--- src/rtl/adder_pkg.sv ---
// ----------------------------------------------------------------------------
// adder_pkg: legality check and stage-count derivation for the csel adder.
// Rev 1.0
// ----------------------------------------------------------------------------
`default_nettype none

package adder_pkg;

  function automatic bit blk_legal(input int width, input int block);
    return (block >= 1) && (block <= width) && ((width % block) == 0);
  endfunction

  function automatic int num_blk(input int width, input int block);
    return (block > 0) ? (width / block) : 1;
  endfunction

endpackage

`default_nettype wire

--- src/rtl/csel_block.sv ---
// ----------------------------------------------------------------------------
// csel_block: BLOCK-bit conditional-sum slice, two ripple chains and a mux.
// Rev 1.0
// ----------------------------------------------------------------------------
`default_nettype none

module csel_block #(
  parameter int BLOCK = 4
) (
  input  logic [BLOCK-1:0] i_a,
  input  logic [BLOCK-1:0] i_b,
  input  logic             i_c_sel,
  output logic [BLOCK-1:0] o_sum,
  output logic             o_c_out,
  output logic             o_c_msb
);

  logic [BLOCK:0]   w_c0;
  logic [BLOCK:0]   w_c1;
  logic [BLOCK-1:0] w_s0;
  logic [BLOCK-1:0] w_s1;

  assign w_c0[0] = 1'b0;
  assign w_c1[0] = 1'b1;

  for (genvar i = 0; i < BLOCK; i++) begin : g_bit
    full_adder u_fa0 (
      .i_a (i_a[i]),
      .i_b (i_b[i]),
      .i_c (w_c0[i]),
      .o_s (w_s0[i]),
      .o_c (w_c0[i+1])
    );
    full_adder u_fa1 (
      .i_a (i_a[i]),
      .i_b (i_b[i]),
      .i_c (w_c1[i]),
      .o_s (w_s1[i]),
      .o_c (w_c1[i+1])
    );
  end

  // Carry into the slice MSB rides along so the last stage can derive overflow.
  multiplexer #(.WIDTH(BLOCK + 2)) u_sel (
    .i_d0  ({w_c0[BLOCK-1], w_c0[BLOCK], w_s0}),
    .i_d1  ({w_c1[BLOCK-1], w_c1[BLOCK], w_s1}),
    .i_sel (i_c_sel),
    .o_y   ({o_c_msb, o_c_out, o_sum})
  );

endmodule

`default_nettype wire

--- src/rtl/full_adder.sv ---
// ----------------------------------------------------------------------------
// full_adder: single-bit full adder cell.
// Rev 1.0
// ----------------------------------------------------------------------------
`default_nettype none

module full_adder (
  input  logic i_a,
  input  logic i_b,
  input  logic i_c,
  output logic o_s,
  output logic o_c
);

  assign o_s = i_a ^ i_b ^ i_c;
  assign o_c = (i_a & i_b) | (i_c & (i_a ^ i_b));

endmodule

`default_nettype wire

--- src/rtl/multiplexer.sv ---
// ----------------------------------------------------------------------------
// multiplexer: WIDTH-bit 2:1 mux cell.
// Rev 1.0
// ----------------------------------------------------------------------------
`default_nettype none

module multiplexer #(
  parameter int WIDTH = 1
) (
  input  logic [WIDTH-1:0] i_d0,
  input  logic [WIDTH-1:0] i_d1,
  input  logic             i_sel,
  output logic [WIDTH-1:0] o_y
);

  assign o_y = i_sel ? i_d1 : i_d0;

endmodule

`default_nettype wire

--- src/rtl/pipelined_csel_adder.sv ---
// ----------------------------------------------------------------------------
// pipelined_csel_adder: valid/ready carry-select adder/subtractor, one slice
// resolved per stage. Rev 1.0
// ----------------------------------------------------------------------------
`default_nettype none

module pipelined_csel_adder
  import adder_pkg::*;
#(
  parameter int WIDTH = 16,
  parameter int BLOCK = 4
) (
  input  logic             clk,
  input  logic             rst,
  input  logic             in_valid,
  output logic             in_ready,
  input  logic [WIDTH-1:0] a,
  input  logic [WIDTH-1:0] b,
  input  logic             c_in,
  input  logic             sub,
  output logic             out_valid,
  input  logic             out_ready,
  output logic [WIDTH-1:0] sum,
  output logic             c_out,
  output logic             ovf
);

  localparam int NUM_BLK = num_blk(WIDTH, BLOCK);
  localparam int LAST    = NUM_BLK - 1;

  if (!blk_legal(WIDTH, BLOCK)) begin : g_bad_params
    $fatal(1, "pipelined_csel_adder: WIDTH must be a positive multiple of BLOCK");
  end

  logic             w_advance;
  logic             w_cin_eff;
  logic [WIDTH-1:0] w_b_eff;

  logic [BLOCK-1:0] w_blk_a    [NUM_BLK];
  logic [BLOCK-1:0] w_blk_b    [NUM_BLK];
  logic [BLOCK-1:0] w_blk_sum  [NUM_BLK];
  logic             w_blk_sel  [NUM_BLK];
  logic             w_blk_cout [NUM_BLK];
  logic             w_blk_cmsb [NUM_BLK];

  logic             valid_q [NUM_BLK];
  logic             valid_d [NUM_BLK];
  logic [WIDTH-1:0] sum_q   [NUM_BLK];
  logic [WIDTH-1:0] sum_d   [NUM_BLK];
  logic             carry_q [NUM_BLK];
  logic             carry_d [NUM_BLK];
  logic             cmsb_q  [NUM_BLK];
  logic             cmsb_d  [NUM_BLK];
  logic [WIDTH-1:0] opa_q   [NUM_BLK];
  logic [WIDTH-1:0] opa_d   [NUM_BLK];
  logic [WIDTH-1:0] opb_q   [NUM_BLK];
  logic [WIDTH-1:0] opb_d   [NUM_BLK];

  assign out_valid = valid_q[LAST];
  assign w_advance = out_ready | ~out_valid;
  assign in_ready  = w_advance;
  assign w_b_eff   = b ^ {WIDTH{sub}};
  assign w_cin_eff = c_in ^ sub;

  for (genvar s = 0; s < NUM_BLK; s++) begin : g_stage
    if (s == 0) begin : g_head
      assign w_blk_a[s]   = a[BLOCK-1:0];
      assign w_blk_b[s]   = w_b_eff[BLOCK-1:0];
      assign w_blk_sel[s] = w_cin_eff;
    end else begin : g_body
      assign w_blk_a[s]   = opa_q[s-1][s*BLOCK +: BLOCK];
      assign w_blk_b[s]   = opb_q[s-1][s*BLOCK +: BLOCK];
      assign w_blk_sel[s] = carry_q[s-1];
    end

    csel_block #(.BLOCK(BLOCK)) u_blk (
      .i_a     (w_blk_a[s]),
      .i_b     (w_blk_b[s]),
      .i_c_sel (w_blk_sel[s]),
      .o_sum   (w_blk_sum[s]),
      .o_c_out (w_blk_cout[s]),
      .o_c_msb (w_blk_cmsb[s])
    );
  end

  always_comb begin
    valid_d[0]            = in_valid;
    sum_d[0]              = '0;
    sum_d[0][BLOCK-1:0]   = w_blk_sum[0];
    carry_d[0]            = w_blk_cout[0];
    cmsb_d[0]             = w_blk_cmsb[0];
    opa_d[0]              = a;
    opb_d[0]              = w_b_eff;
    for (int s = 1; s < NUM_BLK; s++) begin
      valid_d[s]                  = valid_q[s-1];
      sum_d[s]                    = sum_q[s-1];
      sum_d[s][s*BLOCK +: BLOCK]  = w_blk_sum[s];
      carry_d[s]                  = w_blk_cout[s];
      cmsb_d[s]                   = w_blk_cmsb[s];
      opa_d[s]                    = opa_q[s-1];
      opb_d[s]                    = opb_q[s-1];
    end
  end

  // Payload only moves with a valid token, so bubbles never disturb sum.
  always_ff @(posedge clk or posedge rst) begin
    if (rst) begin
      for (int s = 0; s < NUM_BLK; s++) begin
        valid_q[s] <= 1'b0;
        sum_q[s]   <= '0;
        carry_q[s] <= 1'b0;
        cmsb_q[s]  <= 1'b0;
        opa_q[s]   <= '0;
        opb_q[s]   <= '0;
      end
    end else if (w_advance) begin
      for (int s = 0; s < NUM_BLK; s++) begin
        valid_q[s] <= valid_d[s];
        if (valid_d[s]) begin
          sum_q[s]   <= sum_d[s];
          carry_q[s] <= carry_d[s];
          cmsb_q[s]  <= cmsb_d[s];
          opa_q[s]   <= opa_d[s];
          opb_q[s]   <= opb_d[s];
        end
      end
    end
  end

  assign sum   = sum_q[LAST];
  assign c_out = carry_q[LAST];
  assign ovf   = cmsb_q[LAST] ^ carry_q[LAST];

endmodule

`default_nettype wire

--- config.mk ---
export PLATFORM = sky130hd
export DESIGN_NAME = pipelined_csel_adder
export DESIGN_NICKNAME = d
export VERILOG_FILES = /design/src/rtl/adder_pkg.sv /design/src/rtl/csel_block.sv /design/src/rtl/full_adder.sv /design/src/rtl/multiplexer.sv /design/src/rtl/pipelined_csel_adder.sv
export SDC_FILE = /design/constraint.sdc
export NUM_CORES = 1
export LEC_CHECK = 0
export ABC_AREA = 1
export ABC_CLOCK_PERIOD_IN_PS = 7900
export BUFFER_PORTS_ARGS = -buffer_cell sky130_fd_sc_hd__buf_2
export CORE_MARGIN = 2
export CORE_UTILIZATION = 24
export CTS_BUF_LIST = sky130_fd_sc_hd__clkbuf_4 sky130_fd_sc_hd__clkbuf_8 sky130_fd_sc_hd__clkbuf_16
export CTS_CLUSTER_SIZE = 8
export DETAILED_ROUTE_END_ITERATION = 7
export GPL_TIMING_DRIVEN = 0
export HOLD_SLACK_MARGIN = 0.12
export MAX_ROUTING_LAYER = met4
export SLEW_MARGIN = 10
export SYNTH_ARGS = -nofsm -noshare
export SYNTH_HDL_FRONTEND = slang
export SYNTH_SLANG_ARGS = --single-unit
--- constraint.sdc ---
create_clock -name clk -period 7.9 [get_ports clk]
set_input_delay 0 -clock clk [delete_from_list [all_inputs] [get_ports clk]]
set_output_delay 0 -clock clk [all_outputs]
set_load 0.01 [all_outputs]
# --- Word level (Yosys, flattened, before mapping) ---
# Index checks and enable logic that the tools add are counted.
classes:
  mux: 4
  n_bitwise: 117
  n_reduce_logical: 4
op_table:
  columns: ["operator", "count"]
  rows:
  - ["bitwise XOR 1 bit", 42]
  - ["bitwise AND 1 bit", 40]
  - ["OR 1 bit", 29]
  - ["bitwise XOR 16 bit", 1]
  - ["two-way mux 5 bit", 3]
  - ["AND reduction 2 bit", 4]
  - ["two-way mux 6 bit", 1]
  - ["NOT 1 bit", 5]
word_totals:
  regBits: 145
  input_bits: 38
  out_inout_bits: 20
  word_cells: 144

# --- Longest topological paths before layout ---
depth:
  ltp_word: 10
  mapped_depth: 12
  mapped_depth_nobuf: 10

# --- Cells and area by module ---
# Synthesis repeated with hierarchy kept, for this count alone.
unflattened:
  cells_unflattened: 593
  area_unflattened_um2: 5008.6
by_module_without_submodules:
  columns: ["mod", "instances", "cells_each", "area_each_um2", "seq_area_each_um2"]
  rows:
  - ["pipelined_csel_adder", 1, 477, 4052.6, 2427.3]
  - ["full_adder", 32, 1, 20.0, 0.0]
  - ["multiplexer", 4, 19, 71.3, 0.0]
  - ["csel_block", 4, 2, 7.5, 0.0]

# --- Worst setup path before layout ---
# OpenSTA, ideal clock, no wires.
synth_timing:
  path_type: "input-to-reg"
  from: "in sub"
  to: "reg sum_q, in the netlist sum_d[35]"
  setup_time_ns: 0.121
  arrival_ns: 2.158
  t_required_ns: 7.779
  slack_ns: 5.621
  stages: 12
  path_cell_list: "buf_2 > buf_4 > xnor2_1 > ha_1 > nand2_1 > o21ai_0 > fa_1 > fa_1 > inv_1 > fa_1 > nand2_1 > o21ai_1"
synth_between:
  elab_chain_cells: 9
  elab_cells_between_ends: 21
  cone_classes: "1 x mux; 20 x bitwise"
synth_rtl:
  columns: ["item", "line_no", "text"]
  rows:
  - ["from (decl)", "pipelined_csel_adder.sv:20", "input logic sub,"]
  - ["bitwise XOR 16 bit", "pipelined_csel_adder.sv:62", "assign w_b_eff = b ^ {WIDTH{sub}};"]
  - ["bitwise AND 1 bit / bitwise XOR 1 bit (equally long branches)", "full_adder.sv:16", "assign o_c = (i_a & i_b) | (i_c & (i_a ^ i_b));"]
  - ["OR 1 bit", "full_adder.sv:16", null]
  - ["bitwise AND 1 bit", "full_adder.sv:16", null]
  - ["OR 1 bit", "full_adder.sv:16", null]
  - ["bitwise AND 1 bit", "full_adder.sv:16", null]
  - ["OR 1 bit", "full_adder.sv:16", null]
  - ["bitwise XOR 1 bit", "full_adder.sv:15", "assign o_s = i_a ^ i_b ^ i_c;"]
  - ["two-way mux 5 bit (*)", "multiplexer.sv:16", "assign o_y = i_sel ? i_d1 : i_d0;"]
  - ["via g_stage[0].u_blk.o_sum[3]", "csel_block.sv:13", "output logic [BLOCK-1:0] o_sum,"]
  - ["to (signal, indexed assignment)", "pipelined_csel_adder.sv:120", "sum_q[s] <= sum_d[s];"]
  - ["to (decl)", "pipelined_csel_adder.sv:48", "logic [WIDTH-1:0] sum_q [NUM_BLK];"]
# The timed path passes the listed nets; every way through them passes the cells marked *.
# A chain may end at the register's enable or synchronous reset.

# --- Worst setup path in the final report ---
layout_timing:
  from: "in c_in"
  to: "reg carry_q[3] (netlist name)"
layout_between:
  elab_chain_cells: 2
layout_rtl:
  columns: ["item", "line_no", "text"]
  rows:
  - ["from (decl)", "pipelined_csel_adder.sv:19", "input logic c_in,"]
  - ["bitwise XOR 1 bit", "pipelined_csel_adder.sv:63", "assign w_cin_eff = c_in ^ sub;"]
  - ["two-way mux 5 bit", "multiplexer.sv:16", null]
  - ["via g_stage[0].u_blk.o_c_out", "csel_block.sv:14", "output logic o_c_out,"]
  - ["to (signal, indexed assignment)", "pipelined_csel_adder.sv:121", "carry_q[s] <= carry_d[s];"]
  - ["to (decl)", "pipelined_csel_adder.sv:50", "logic carry_q [NUM_BLK];"]
# The timed path passes the listed nets, and every way through them passes these cells.

==> impl_metrics.env <==
export IMPL_status="finished with violations"
export IMPL_failed_checks="DRC"
export IMPL_clkLatencyLatePin_ps=340
export IMPL_drc=4
export IMPL_synthCells=466
export IMPL_synth_flop_cell="dfrtp_1"
export IMPL_synth_area_top_cells="dfrtp_1 55%, nand2_1 16%, fa_1 4.5%, o21ai_0 4.3%, inv_1 3.6%"
export IMPL_critPathTopFamily="buffers and inverters"
export IMPL_worstSetupPathType="in2reg"
export IMPL_worst_ep_required_time_ps=8160
export IMPL_p_leak_nw=2.899
export IMPL_dpl_hpwl_mm=6.831
export IMPL_cts_tree="done"
export IMPL_wire_per_inst_um=11.37
export IMPL_syn_area_sq_um=4451
export IMPL_hold_viol=0
export IMPL_p_sw_w=0.0006850
export IMPL_ys_warn_count=0
export IMPL_p_sw_frac=0.3612
export IMPL_synth_edff_count=0
export IMPL_cts_root_buffer="clkbuf_16"
export IMPL_crit_chain="dlygate4sd3_1 -> buf_2 -> xor2_1 -> o21ai_0 -> fa_1 -> fa_1 -> inv_1 -> fa_1 -> nand2_1 -> dlygate4sd3_1 -> o21ai_1"
export IMPL_num_rows=49
export IMPL_synthTopCellsByCount="187 x nand2_1, 97 x dfrtp_1, 43 x inv_1"
export IMPL_drive_above_1_share=0.1996
export IMPL_grt_pass1_wl_mm=15.34
export IMPL_skew_ps=4.336
export IMPL_yosysTopAreaCell="dfrtp_1"
export IMPL_hp_class="in2reg"
export IMPL_reg2reg_depth=8
export IMPL_fin_crit_ps=2435
export IMPL_portBuffers=56
export IMPL_synth_seq_cells=97
export IMPL_antenna_found_initial=0
export IMPL_place_inst=752
export IMPL_fin_nets=624
export IMPL_synthArstFlopShare=1.000
export IMPL_routed_via_density=3.875
export IMPL_drtPass1Iterations=7
export IMPL_ir_worst_vdd_v=0.0001309
export IMPL_die_x_um=140.2
export IMPL_cp_slowest_stage_delay_ps=550
export IMPL_clkSinkCount=97
export IMPL_cp_start_kind="primary input"
export IMPL_die_y_um=140.2
export IMPL_crit_top_cell="fa_1"
export IMPL_initial_utilization=0.2461
export IMPL_path_max_fanout=3
export IMPL_drv_slew=0
export IMPL_max_freq_mhz=410.7
export IMPL_grt_overflow=0
export IMPL_dieArea_sq_um=19650
export IMPL_comb_power_share=0.343
export IMPL_clkPwrFrac=0.233
export IMPL_dr_total_vias=3100
export IMPL_syn2layout_area_growth_pct=27.47
export IMPL_cp_end_kind="flop"
export IMPL_crit_arrival_ps=2700
export IMPL_crit_cells=11
export IMPL_clockBufferDepth=2
export IMPL_setup_viol=0
export IMPL_fin_crit_sh=0.3082
export IMPL_first_global_vias=3006
export IMPL_crit_buf_inv=4
export IMPL_setup_tns_ps=0
export IMPL_rsz0062_at_grt="no"
export IMPL_seq_power_share=0.424
export IMPL_path_clk_slew_ps=70
export IMPL_io_pins=58
export IMPL_grt_total_usage=0.1003
export IMPL_post_synth_top_count_cell="nand2_1"
export IMPL_place_gp_congestion=0.7316
export IMPL_wl_mm=9.099
export IMPL_hold_depth=4
export IMPL_internal_power_w=0.001212
export IMPL_core_area_sq_um=18090
export IMPL_drv_cap=0
export IMPL_synth_avg_cell_area_sq_um=9.550
export IMPL_drtIter0Drc=167
export IMPL_n_antenna_cell=0
export IMPL_syn_nets=524
export IMPL_cellPowerDensity_nw_per_um2=334.3
export IMPL_relSlewSlack=0.6394
export IMPL_postRouteAntennaNets=0
export IMPL_fin_cells=800
export IMPL_cts_inserted_buffers=9
export IMPL_synth_cell_types=25
export IMPL_grt_max_degree=57
export IMPL_htreeDepth=3
export IMPL_synth_top_area_share=0.5454
export IMPL_synth_seq_area_share=0.5454
export IMPL_slowest_stage="dlygate4sd3_1"
export IMPL_max_slew_worst_pin_slew_ps=540.9
## kinds of logic (layout without fill, tap and decap cells)
logic type,after synthesis,count (layout),synth area share
AND/OR/NAND/NOR,207,207,0.1962
flip-flops,97,97,0.5454
buffers and inverters,65,170,0.07506
AO/OA/AOI/OAI,55,55,0.06691
XOR/XNOR,22,22,0.04329
adder cells (fa/ha/maj),20,20,0.07309
## routing by layer
layer / vias up / part of all wire / GRT usage
li1: 1634 / - / -
met1: 1399 / 0.52 / 0.1407
met2: 57 / 0.43 / 0.1499
met3: 10 / 0.036 / 0.01162
met4: 0 / 0.017 / 0.03668
met5: - / 0 / -
## state kept, by name, indices dropped and copies added (netlist names)
register   count
cmsb_q         1
opb_d         24
sum           16
valid_d        3
opa_d         24
out_valid      1
c_out          1
sum_d         24
carry_q        3
## worst min-delay path: stages
cell and delay (ps):
buf_2 80, xnor2_1 130, fa_1 160, o21ai_1 60
## repair_timing
| item | 4_1_cts | 5_1_grt |
|---|---|---|
| resized for setup | 0 | 0 |
| hold buffers | 32 | 0 |
| buffers inserted | 0 | 0 |
| hold endpoints to repair | 74 | 0 |
## per-stage QoR
step | area, sq um | hold slack, ps | setup WS [ps] | utilization | total power [W]
6_report | 5673 | 137.2 | 5465 | 0.3137 | 0.001897
3_3_place_gp | 5017 | 213.3 | 4178 | 0.2774 | 0.001445
4_1_cts | 5673 | 132.7 | 5444 | 0.3137 | 0.001927
2_1_floorplan | 4451 | 109.6 | 5366 | - | 0.001259
3_5_place_dp | 5047 | 105.4 | 5332 | 0.2791 | 0.001466
5_1_grt | 5673 | 183.4 | 5287 | 0.3137 | 0.002069
## power groups by stage
stage / Sequential (W) / Combinational (W) / Clock [W]
after detailed placement: 0.000813 / 0.000652 / 0
after floorplan: 0.000803 / 0.000456 / 0
after CTS: 0.000805 / 0.000669 / 0.000453
final: 0.000804 / 0.000651 / 0.000441
after global placement: 0.000808 / 0.000638 / 0
after global routing: 0.000827 / 0.000769 / 0.000473
## final timing paths
path | from | end | slack (ps)
max | c_in | carry_q[3]$_DFFE_PP0P_ | 5470
min | b[2] | sum_d[34]$_DFFE_PP0P_ | 140
max reg2reg | opb_d[36]$_DFFE_PP0P_ | sum_d[23]$_DFFE_PP0P_ | 5530
min reg2reg | sum[10]$_DFFE_PP0P_ | sum[10]$_DFFE_PP0P_ | 460
max in group asynchronous | rst | carry_q[2]$_DFFE_PP0P_ | 6970
min in group asynchronous | rst | sum_d[10]$_DFFE_PP0P_ | 270
## cell usage in the layout (no fill, tap or decap), drive strengths merged
| cell | count |
|---|---|
| nand2 | 194 |
| dfrtp | 97 |
| buf | 74 |
| o21ai | 54 |
| inv | 48 |
| dlygate4sd3 | 32 |
| xnor2 | 17 |
| clkbuf | 11 |
| fa | 10 |
| ha | 10 |
| nor2 | 7 |
| nand3 | 5 |
| xor2 | 5 |
| clkinv | 4 |
| a21oi | 1 |
| or2 | 1 |
| bufinv | 1 |
## final cells by class
type | instances | area, sq um
fill | 1876 | 12410
sequential | 97 | 2427
multi-input combinational | 304 | 1689
timing repair buffer | 89 | 628.1
tap | 229 | 286.5
clock buffer | 10 | 239.0
inverter | 47 | 183.9
buffer | 18 | 152.6
clock inverter | 6 | 66.31
(Power assumes the default switching activity.)
